File: config.mk
export PLATFORM = sky130hd
export DESIGN_NAME = arbitro_escrita_registradores
export DESIGN_NICKNAME = d
export VERILOG_FILES = /design/src/rtl/arbitro_escrita_registradores.sv
export SDC_FILE = /design/constraint.sdc
export NUM_CORES = 1
export LEC_CHECK = 0
export CAP_MARGIN = 10
export CELL_PAD_IN_SITES_DETAIL_PLACEMENT = 0
export CELL_PAD_IN_SITES_GLOBAL_PLACEMENT = 1
export CORE_ASPECT_RATIO = 0.8
export CORE_MARGIN = 2
export CORE_UTILIZATION = 31
export CTS_BUF_LIST = sky130_fd_sc_hd__clkbuf_4 sky130_fd_sc_hd__clkbuf_8
export CTS_CLUSTER_DIAMETER = 40
export DETAILED_ROUTE_END_ITERATION = 8
export PLACE_DENSITY = 0.85
export SLEW_MARGIN = 20
export SYNTH_ARGS = -nofsm -noshare
export SYNTH_HDL_FRONTEND = slang
export SYNTH_SLANG_ARGS = --single-unit
File: constraint.sdc
create_clock -name clk -period 4.4 [get_ports clk]
set_input_delay 0.88 -clock clk [delete_from_list [all_inputs] [get_ports clk]]
set_output_delay 0.88 -clock clk [all_outputs]
set_load 0.005 [all_outputs]
File: src/rtl/arbitro_escrita_registradores.sv
// Round-robin arbiter for the register bank write port (ALU = req 0, load path = req 1).
// Define ARB_PROTEGE_R0_EN to suppress bank writes to register 0 while keeping the handshake.
module arbitro_escrita_registradores #(
    parameter int unsigned LARGURA_CONT = 16
) (
    input  logic                    clk,
    input  logic                    rst,
    input  logic                    stall,
    input  logic                    req0_valid,
    input  logic [4:0]              req0_reg,
    input  logic [31:0]             req0_data,
    output logic                    req0_ready,
    input  logic                    req1_valid,
    input  logic [4:0]              req1_reg,
    input  logic [31:0]             req1_data,
    output logic                    req1_ready,
    output logic                    RegWrite,
    output logic [4:0]              Numero_Reg_Escrita,
    output logic [31:0]             Dado_escrita,
    output logic                    ultimo_grant,
    output logic [LARGURA_CONT-1:0] conflitos
);

    logic        prio_q;
    logic        grant0;
    logic        grant1;
    logic        transfer;
    logic        escreve;
    logic        contencao;
    logic [4:0]  sel_reg;
    logic [31:0] sel_data;

    always_comb begin
        grant0 = 1'b0;
        grant1 = 1'b0;
        if (!rst && !stall) begin
            if (req0_valid && req1_valid) begin
                grant0 = ~prio_q;
                grant1 = prio_q;
            end else begin
                grant0 = req0_valid;
                grant1 = req1_valid;
            end
        end
    end

    assign req0_ready = grant0;
    assign req1_ready = grant1;
    assign transfer   = grant0 | grant1;
    assign sel_reg    = grant1 ? req1_reg  : req0_reg;
    assign sel_data   = grant1 ? req1_data : req0_data;
    assign contencao  = !rst && !stall && req0_valid && req1_valid;

`ifdef ARB_PROTEGE_R0_EN
    // Handshake still completes for reg 0; only the bank write is dropped.
    assign escreve = transfer && (sel_reg != 5'd0);
`else
    assign escreve = transfer;
`endif

    always_ff @(posedge clk) begin
        if (rst) begin
            RegWrite           <= 1'b0;
            Numero_Reg_Escrita <= 5'd0;
            Dado_escrita       <= 32'd0;
            ultimo_grant       <= 1'b0;
            prio_q             <= 1'b0;
            conflitos          <= '0;
        end else begin
            RegWrite <= escreve;
            if (escreve) begin
                Numero_Reg_Escrita <= sel_reg;
                Dado_escrita       <= sel_data;
            end
            if (transfer) begin
                prio_q       <= grant0;
                ultimo_grant <= grant1;
            end
            if (contencao && (conflitos != {LARGURA_CONT{1'b1}})) begin
                conflitos <= conflitos + 1'b1;
            end
        end
    end

endmodule

==> flow_summary.toml, run 1 <==
[status]
outcome = "finished, final reports clean"

[timing]
timing.final.crit_share_pct = 76.2
report.final.slew_viol_count = 0
tightestPinTransition_ps = 894
hold_violations = 0
tns_ps = 0
clock_skew_ps = 7.88
setup_violations = 0
fmax_ghz = 0.298
period_minus_slack_ps = 3350
rsz0062_at_grt = "false"
worst_slew_margin_rel_pct = 40.0

[grt]
grt_antenna_before_repair = 0
grt_use_total_pct = 15.8
grt_max_degree = 55
globalRouteOverflowTotal = 0
grt_pass1_vias = 2401
grt_pass1_wl_um = 11600

[critical_path]
path_common_cell = "clkdlybuf4s50_1"
path_class = "in -> out"
cp.arrival_ps = 2470
critical_path.max_stage_delay_ps = 570
path_cells = "clkdlybuf4s50_1 -> nor2_1 -> nand2_1 -> a21oi_1 -> clkdlybuf4s50_1"
path_buf_inv = 2
path_delay_family = "buffers and inverters"
critical_path_required_ps = 3520
crit_fanout = 4
cp_slowest_cell = "clkdlybuf4s50_1"
critPathCaptureType = "output pin"
critPathLaunchType = "input pin"

[detailed_routing]
drt_iter0_drc = 72
via_per_inst = 4.98
num_vias = 2553
wl_um = 7120
first_pass_iters = 4
wire_per_inst_um = 13.9
ant_nets = 0
post-route-drc-count = 0

[finish]
fillers = 769
diodes = 0
layout_commonest_cell = "clkdlybuf4s50_1"
fin_nets = 484
syn_to_final_growth_pct = 63.1
final_cell_mix = "clkdlybuf4s50_1 (135), dfxtp_1 (56), mux2i_1 (38)"
drive_gt1_share_pct = 4.69
layout.cells.non_filler = 513

[clocking]
clk_pin_slew_ps = 90
root_buffer = "clkbuf_8"
h-tree-depth = 2
numCtsBuffers = 5
post-cts-setup-buffer-count = 0
clock-sinks = 56
clk_latency_ps = 300
cts_resized = 0
cts_buffer_depth = 2
tritoncts = "done"
ctsHoldBuffers = 0

[placement]
globalplace.congestion = 0.768
io_buffers = 135
placedCellCount = 505
dp_hpwl_um = 5380

[synthesis]
synth_warnings = 0
avgSynthCellArea_sq_um = 9.23
synth_area_sq_um = 2550
synth-edff-count = 0
async_reset_ff_share_pct = 0
synthCells = 276
ys_types = 37
yosys_register_bits = 56
ys_seq_area_share_pct = 44.0
synth_ff_type = "dfxtp_1"
synth_fp_nets = 356

[floorplan]
ios = 136
core_area_sq_um = 7950
num_rows = 29
fp.dieW_um = 105
initial_core_util_pct = 32.1
dieArea_sq_um = 8970
die_height_um = 85.1

[pwr]
peakVddDrop_v = 0.000203
power.share.switching_pct = 20.8
power_frac_comb_pct = 16.4
seq_power_share_pct = 45.7
p_clk_share_pct = 37.8
p_per_area_nw_per_um2 = 288
power.internal_w = 0.000947
power_switching_w = 0.000248
p_leak_nw = 1.68

[run]
maxCapViolations = 0

[worst_hold_path]
min-delay-path-class = "reg -> reg"
==> worst register-to-register path: stages, from the launching register on <==
cell	delay (ps)
dfxtp_1	410
ha_1	200
nand3_1	170
nor4_4	790
o31ai_1	190
a21oi_1	150
==> synth_stat cells, types with 2 or more instances <==
| master | n | share of area, % |
|---|---|---|
| o311ai_1 | 2 | 0.69 |
| buf_2 | 4 | 0.79 |
| or3_1 | 2 | 0.49 |
| o31ai_1 | 7 | 2.1 |
| mux2i_1 | 38 | 15 |
| nand2b_1 | 2 | 0.49 |
| clkbuf_1 | 12 | 1.8 |
| nor3_1 | 2 | 0.39 |
| dfxtp_1 | 56 | 44 |
| and4_1 | 2 | 0.69 |
| o41ai_1 | 2 | 0.69 |
| o21ai_1 | 7 | 1.4 |
| nand4_2 | 2 | 0.98 |
| o21ai_0 | 29 | 5.7 |
| or4_1 | 6 | 1.8 |
| and3_1 | 4 | 0.98 |
| a211oi_1 | 7 | 2.1 |
| nand2_1 | 8 | 1.2 |
| nand3_1 | 36 | 7.1 |
| a21oi_1 | 13 | 2.6 |
| nor2_1 | 11 | 1.6 |
| nand4_1 | 4 | 0.98 |
| inv_1 | 6 | 0.88 |
==> cell families after synthesis <==
family	count (synthesis)	share of synthesized area, %
and+or+nand+nor	85	19.9
AOI/OAI and AO/OA	71	16.4
DFF	56	44.0
muxes	38	14.9
buffers and inverters	25	4.32
adders and majority gates	1	0.491
==> through the flow <==
step | hold WS (ps) | worst slack, ps | cell area [sq um] | total power (W) | util, %
2_1_floorplan | 452 | 1920 | 2550 | 0.000617 | -
3_3_place_gp | 448 | 1070 | 4000 | 0.000753 | 50.3
3_5_place_dp | 455 | 1050 | 4000 | 0.000757 | 50.3
4_1_cts | 472 | 1040 | 4160 | 0.00121 | 52.3
5_1_grt | 505 | 945 | 4160 | 0.00125 | 52.3
6_report | 467 | 1050 | 4160 | 0.00120 | 52.3
==> flip-flops by register name (all words and copies together) (netlist names) <==
name                count
Dado_escrita           32
Numero_Reg_Escrita      5
RegWrite                1
conflitos              16
prio_q                  1
ultimo_grant            1
==> routing by layer <==
layer | part of all wire [%] | vias up | GRT usage [%] | wire length [um]
li1 | - | 1297 | - | -
met1 | 44 | 1160 | 19.3 | 3140
met2 | 45 | 87 | 25.4 | 3200
met3 | 9.4 | 9 | 6.76 | 669
met4 | 1.6 | 0 | 4.36 | 113
met5 | 0 | - | 0 | 0
==> final timing paths <==
kind / slack, ps / endpoint / depth (start not counted) / start
max: 1050 / req0_ready / 5 / stall
min: 470 / Dado_escrita[4] / 2 / Dado_escrita[4]
max reg2reg: 2430 / conflitos[11] / 5 / conflitos[0]
min reg2reg: 470 / Dado_escrita[4] / 2 / Dado_escrita[4]
==> power groups by stage <==
stage | Sequential, W | Combinational [W] | Clock (W)
after floorplan | 0.000560 | 0.0000570 | 0
after global placement | 0.000557 | 0.000196 | 0
after detailed placement | 0.000558 | 0.000199 | 0
after CTS | 0.000547 | 0.000200 | 0.000464
after global routing | 0.000551 | 0.000214 | 0.000487
final | 0.000547 | 0.000196 | 0.000452
==> layout make-up <==
| class | instances | area, sq um | area share (%) |
|---|---|---|---|
| inverter | 7 | 26.3 | 0.632 |
| multi-input combinational | 195 | 1330 | 32.1 |
| tap | 108 | 135 | 3.25 |
| clock inverter | 3 | 90.1 | 2.17 |
| timing repair buffer | 139 | 1380 | 33.2 |
| clock buffer | 5 | 68.8 | 1.66 |
| sequential | 56 | 1120 | 27.0 |
No activity file was read; power rests on OpenSTA's default activity.
==> run 2, diff against run 1 <==
--- a/config.mk
+++ b/config.mk
@@ -10,11 +10,11 @@
 export CELL_PAD_IN_SITES_GLOBAL_PLACEMENT = 1
 export CORE_ASPECT_RATIO = 0.8
 export CORE_MARGIN = 2
-export CORE_UTILIZATION = 31
+export CORE_UTILIZATION = 29
 export CTS_BUF_LIST = sky130_fd_sc_hd__clkbuf_4 sky130_fd_sc_hd__clkbuf_8
 export CTS_CLUSTER_DIAMETER = 40
 export DETAILED_ROUTE_END_ITERATION = 8
-export PLACE_DENSITY = 0.85
+export PLACE_DENSITY = 0.8
 export SLEW_MARGIN = 20
 export SYNTH_ARGS = -nofsm -noshare
 export SYNTH_HDL_FRONTEND = slang
==> constraint.sdc (replaced) <==
create_clock -name clk -period 3.4 [get_ports clk]
set_input_delay 0.68 -clock clk [delete_from_list [all_inputs] [get_ports clk]]
set_output_delay 0.68 -clock clk [all_outputs]
set_load 0.005 [all_outputs]
==> run 2 against run 1 <==
Effect of this change: critical path depth unchanged; sequential power is 29% higher; largest cell class unchanged; routed wire length hardly changed; critical endpoint unchanged; clock-buffer cell count increased by 2; design area decreased by 1.4%; combinational power up 29%; cell count rose by 0.58%; via count shrank 1.6%; sequential share of layout area grew 0.38 points; register-to-register slack got worse by 1000 ps; non-clock buffer count unchanged.
==> flow_summary.toml, run 2 (synthesized netlist as in run 1, its figures left out) <==
[timing]
clock_skew_ps = 7.05
fmax_ghz = 0.336
tns_ps = 0
timing.final.crit_share_pct = 87.4
worst_slew_margin_rel_pct = 40.3
period_minus_slack_ps = 2970
setup_violations = 0
hold_violations = 0
report.final.slew_viol_count = 0
rsz0062_at_grt = "false"
tightestPinTransition_ps = 889

[clocking]
cts_buffer_depth = 2
root_buffer = "clkbuf_8"
post-cts-setup-buffer-count = 0
numCtsBuffers = 5
clk_latency_ps = 300
clock-sinks = 56
ctsHoldBuffers = 0
tritoncts = "done"
cts_resized = 0
h-tree-depth = 2
clk_pin_slew_ps = 90

[grt]
grt_pass1_vias = 2303
grt_max_degree = 63
globalRouteOverflowTotal = 0
grt_use_total_pct = 14.3
grt_antenna_before_repair = 0
grt_pass1_wl_um = 10900

[critical_path]
crit_fanout = 4
crit_end = "req0_ready"
cp-startpoint = "stall"
cp.arrival_ps = 2290
critical_path_required_ps = 2720
r2r_cells = 5
rrSetupSlack_ps = 1430
path_class = "in -> out"
r2r-end = "conflitos[9]"
reg2reg_from = "conflitos[0]"
critPathLaunchType = "input pin"
critPathCaptureType = "output pin"

[run]
maxCapViolations = 0

[detailed_routing]
wl_um = 7120
ant_nets = 0
post-route-drc-count = 0
num_vias = 2512
via_per_inst = 4.87
drt_iter0_drc = 72
first_pass_iters = 4
wire_per_inst_um = 13.8

[finish]
drive_gt1_share_pct = 4.46
final_cell_mix = "clkdlybuf4s50_1 (135), dfxtp_1 (56), mux2i_1 (38)"
regMostFlops = "Dado_escrita"
largest_reg_flops = 32
layout_commonest_cell = "clkdlybuf4s50_1"
syn_to_final_growth_pct = 60.8
fin_nets = 484
final_cell_area_sq_um = 4100
post-route-util_pct = 48.1
diodes = 0
reg_top3 = "Dado_escrita (32), conflitos (16), Numero_Reg_Escrita (5)"

[placement]
io_buffers = 135
dp_hpwl_um = 5230
globalplace.congestion = 0.761
dpl_cell_area_sq_um = 4000

[pwr]
peakVddDrop_v = 0.000185
p_leak_nw = 1.65
p_per_area_nw_per_um2 = 329

[floorplan]
fp.dieW_um = 109
ios = 136
core_area_sq_um = 8520
initial_core_util_pct = 29.9
dieArea_sq_um = 9560
die_height_um = 87.9
num_rows = 30

[worst_hold_path]
min-delay-path-class = "reg -> reg"

[status]
outcome = "finished, final reports clean"
## run 2: changes by cell type in the layout (fill, tap and decap cells not counted), sizes merged
cell    change
bufinv      -3
clkbuf      +2
## run 2: critical path, cell delays in order
cell	delay, ps
clkdlybuf4s50_1	460
nor2_1	320
nand2_1	90
a21oi_1	200
clkdlybuf4s50_1	540
## run 2: cell type report
type | count | area (sq um)
sequential | 56 | 1120
multi-input combinational | 195 | 1330
clock buffer | 7 | 96.3
tap | 112 | 140
timing repair buffer | 139 | 1380
fill | 837 | 4420
inverter | 7 | 26.3
## run 2: where the power goes
group	switching, W	leakage, nW	internal, W
Sequential	0.0000170	0.458	0.000690
Clock	0.000206	0.0503	0.000182
Combinational	0.0000861	1.14	0.000167
## run 2: routing by layer
metal,GRT usage (%),up-vias,routed length (um)
met1,18.4,1130,3260
met3,4.84,2,634
met5,0,-,0
met2,23.3,89,3190
met4,3.15,0,40
li1,-,1291,-
## run 2: worst min path at each step
| stage | startpoint | endpoint | cells after the start | slack [ps] |
|---|---|---|---|---|
| 4_1_cts | Dado_escrita[6] | Dado_escrita[6] | 2 | 470 |
| 5_1_grt | Dado_escrita[4] | Dado_escrita[4] | 2 | 490 |
| 6_report | Dado_escrita[6] | Dado_escrita[6] | 2 | 460 |
| 2_1_floorplan | ultimo_grant | ultimo_grant | 2 | 450 |
| 3_3_place_gp | Dado_escrita[4] | Dado_escrita[4] | 2 | 450 |
| 3_5_place_dp | Dado_escrita[6] | Dado_escrita[6] | 2 | 450 |
## run 2: stage by stage
stage / worst slack (ps) / total power, W / std cells / hold slack, ps
2_1_floorplan: 1320 / 0.000798 / 276 / 452
3_3_place_gp: 470 / 0.000975 / 509 / 450
3_5_place_dp: 422 / 0.000979 / 509 / 454
4_1_cts: 419 / 0.00137 / 516 / 467
5_1_grt: 323 / 0.00142 / 516 / 488
6_report: 427 / 0.00135 / 516 / 463
==> run 3, diff against run 2 <==
--- a/config.mk
+++ b/config.mk
@@ -5,16 +5,17 @@
 export SDC_FILE = /design/constraint.sdc
 export NUM_CORES = 1
 export LEC_CHECK = 0
+export ABC_AREA = 1
 export CAP_MARGIN = 10
 export CELL_PAD_IN_SITES_DETAIL_PLACEMENT = 0
 export CELL_PAD_IN_SITES_GLOBAL_PLACEMENT = 1
 export CORE_ASPECT_RATIO = 0.8
 export CORE_MARGIN = 2
-export CORE_UTILIZATION = 29
+export CORE_UTILIZATION = 28
 export CTS_BUF_LIST = sky130_fd_sc_hd__clkbuf_4 sky130_fd_sc_hd__clkbuf_8
 export CTS_CLUSTER_DIAMETER = 40
 export DETAILED_ROUTE_END_ITERATION = 8
-export PLACE_DENSITY = 0.8
+export PLACE_DENSITY = 0.78
 export SLEW_MARGIN = 20
 export SYNTH_ARGS = -nofsm -noshare
 export SYNTH_HDL_FRONTEND = slang
==> constraint.sdc (replaced) <==
create_clock -name clk -period 3.4 [get_ports clk]
set_input_delay 0.68 -clock clk [delete_from_list [all_inputs] [get_ports clk]]
set_output_delay 0.68 -clock clk [all_outputs]
set_load 0.01 [all_outputs]
==> run 3 against run 2 <==
Effect of this change: global-route usage is 1.7 points higher; via count is 29% higher; critical endpoint unchanged; core utilization is 4.0 points lower; critical path type unchanged; clock power is 17% higher; highest routed layer unchanged.
==> flow_summary.toml, run 3 <==
[timing]
tns_ps = 0
tightestPinTransition_ps = 854
setup_violations = 0
fmax_ghz = 0.353
rsz0062_at_grt = "false"
report.final.slew_viol_count = 0
timing.final.crit_share_pct = 83.3
hold_violations = 0
clock_skew_ps = 1.62
period_minus_slack_ps = 2830
worst_slew_margin_rel_pct = 43.1

[floorplan]
initial_core_util_pct = 29.2
num_rows = 33
dieArea_sq_um = 11700
fp.dieW_um = 120
core_area_sq_um = 10400
die_height_um = 97.0
ios = 136

[pwr]
p_leak_nw = 2.17
peakVddDrop_v = 0.000148
p_per_area_nw_per_um2 = 344

[status]
outcome = "finished, final reports clean"

[critical_path]
cp_slowest_cell = "clkdlybuf4s50_1"
critical_path_required_ps = 2720
critPathLaunchType = "input pin"
reg2reg_from = "prio_q"
path_class = "in -> out"
critical_path.max_stage_delay_ps = 590
crit_fanout = 4
path_common_cell = "clkdlybuf4s50_1"
path_cells = "clkdlybuf4s50_1 -> nor2_4 -> nand2_2 -> a21oi_4 -> clkdlybuf4s50_1"
cp-startpoint = "rst"
path_buf_inv = 2
critPathCaptureType = "output pin"
rrSetupSlack_ps = 1650
cp.arrival_ps = 2150
path_delay_family = "buffers and inverters"

[finish]
regMostFlops = "Dado_escrita"
drive_gt1_share_pct = 5.84
final_cell_mix = "nand2_1 (221), clkdlybuf4s50_1 (135), inv_1 (57)"
post-route-util_pct = 44.1
reg_top3 = "Dado_escrita (32), conflitos (16), Numero_Reg_Escrita (5)"
diodes = 0
layout_commonest_cell = "nand2_1"
largest_reg_flops = 32
syn_to_final_growth_pct = 51.2
fillers = 1094
fin_nets = 695

[grt]
grt_antenna_before_repair = 0
grt_pass1_wl_um = 15000
grt_max_degree = 47
globalRouteOverflowTotal = 0
grt_pass1_vias = 3000
grt_use_total_pct = 16.0

[synthesis]
synth-adder-area-share_pct = 0.414
synth_commonest_cells = "nand2_1 (221), inv_1 (57), dfxtp_1 (56)"
synth_fp_nets = 569
synth_warnings = 0
synth_top_family_by_area = "simple AND/OR/NAND/NOR gates"
synth.area.top_cells = "dfxtp_1 (37%), nand2_1 (27%), nand3_1 (7.3%), inv_1 (7.1%), nor2_1 (4.8%)"
async_reset_ff_share_pct = 0
synth_area_leader_cell = "dfxtp_1"
synthMuxAreaShare_pct = 0
synth_xor_area_share_pct = 0.290
synth_compound_area_share_pct = 4.18
synth_area_sq_um = 3020
synth_ff_type = "dfxtp_1"
yosysMostFrequentCell = "nand2_1"
avgSynthCellArea_sq_um = 6.18
yosysTopAreaCellShare_pct = 37.1
ys_types = 24
yosys_register_bits = 56
synth-edff-count = 0
synthCells = 489
yosys.area_share.simple_pct = 45.8
ys_seq_area_share_pct = 37.1

[detailed_routing]
wl_um = 9170
num_vias = 3252
first_pass_iters = 4
post-route-drc-count = 0
drt_iter0_drc = 149
via_per_inst = 4.30
wire_per_inst_um = 12.1
ant_nets = 0

[clocking]
cts_resized = 0
post-cts-setup-buffer-count = 0
clk_pin_slew_ps = 100
h-tree-depth = 2
root_buffer = "clkbuf_8"
cts_buffer_depth = 2
numCtsBuffers = 5
tritoncts = "done"
ctsHoldBuffers = 0
clock-sinks = 56
clk_latency_ps = 310

[run]
maxCapViolations = 0

[worst_hold_path]
min-delay-start = "ultimo_grant"
min-delay-path-class = "reg -> reg"

[placement]
globalplace.congestion = 0.847
io_buffers = 135
dp_hpwl_um = 6620
[run 3: area by class of cell]
class / instances / area, sq um / area share (%)
Clock inverter: 2 / 35.0 / 0.766
Sequential cell: 56 / 1120 / 24.5
Multi-Input combinational cell: 350 / 1530 / 33.5
Inverter: 62 / 233 / 5.09
Timing Repair Buffer: 140 / 1400 / 30.6
Tap cell: 140 / 175 / 3.83
Clock buffer: 6 / 76.3 / 1.67
[run 3: final timing paths]
path                       to  cells after the start
max                req0_ready                      5
min              ultimo_grant                      2
max reg2reg  Dado_escrita[31]                     10
min reg2reg      ultimo_grant                      2
[run 3: per-stage QoR]
step	instance area, sq um	total power (W)	cells	hold WS [ps]	worst slack, ps
after global routing	4570	0.00166	756	524	474
after CTS	4570	0.00160	756	499	551
final	4570	0.00157	756	492	568
after detailed placement	4460	0.00114	748	483	564
after floorplan	3020	0.000911	489	502	1510
after global placement	4460	0.00113	748	478	553
[run 3: logic make-up (layout without fill, tap and decap cells)]
logic type / Yosys count / count (layout)
AO/OA/AOI/OAI: 23 / 23
XOR/XNOR: 1 / 1
adder cells (fa/ha/maj): 1 / 1
buffers and inverters: 83 / 210
flip-flops: 56 / 56
AND/OR/NAND/NOR: 325 / 325
[run 3: layer usage]
layer / track usage [%] / share of wire, % / up-vias
met2: 25.3 / 43 / 92
met1: 19.5 / 46 / 1421
li1: - / - / 1731
met5: 0 / 0 / -
met3: 8.43 / 11 / 8
met4: 2.99 / 0.72 / 0
[run 3: where the power goes]
| group | switching [W] | internal [W] | leakage, nW | total, W |
|---|---|---|---|---|
| combinational | 0.000166 | 0.000217 | 1.65 | 0.000383 |
| sequential | 0.0000266 | 0.000708 | 0.462 | 0.000735 |
| clock | 0.000228 | 0.000227 | 0.0586 | 0.000455 |
| total | 0.000421 | 0.00115 | 2.17 | 0.00157 |
[run 3: worst register-to-register path, stage by stage (launching register included)]
cell and delay (ps):
dfxtp_1 420, inv_2 40, nand2_1 60, nand3_2 90, inv_2 70, buf_4 380, nor2_4 60, buf_4 270
a21oi_1 200, nand2_1 60, inv_1 50
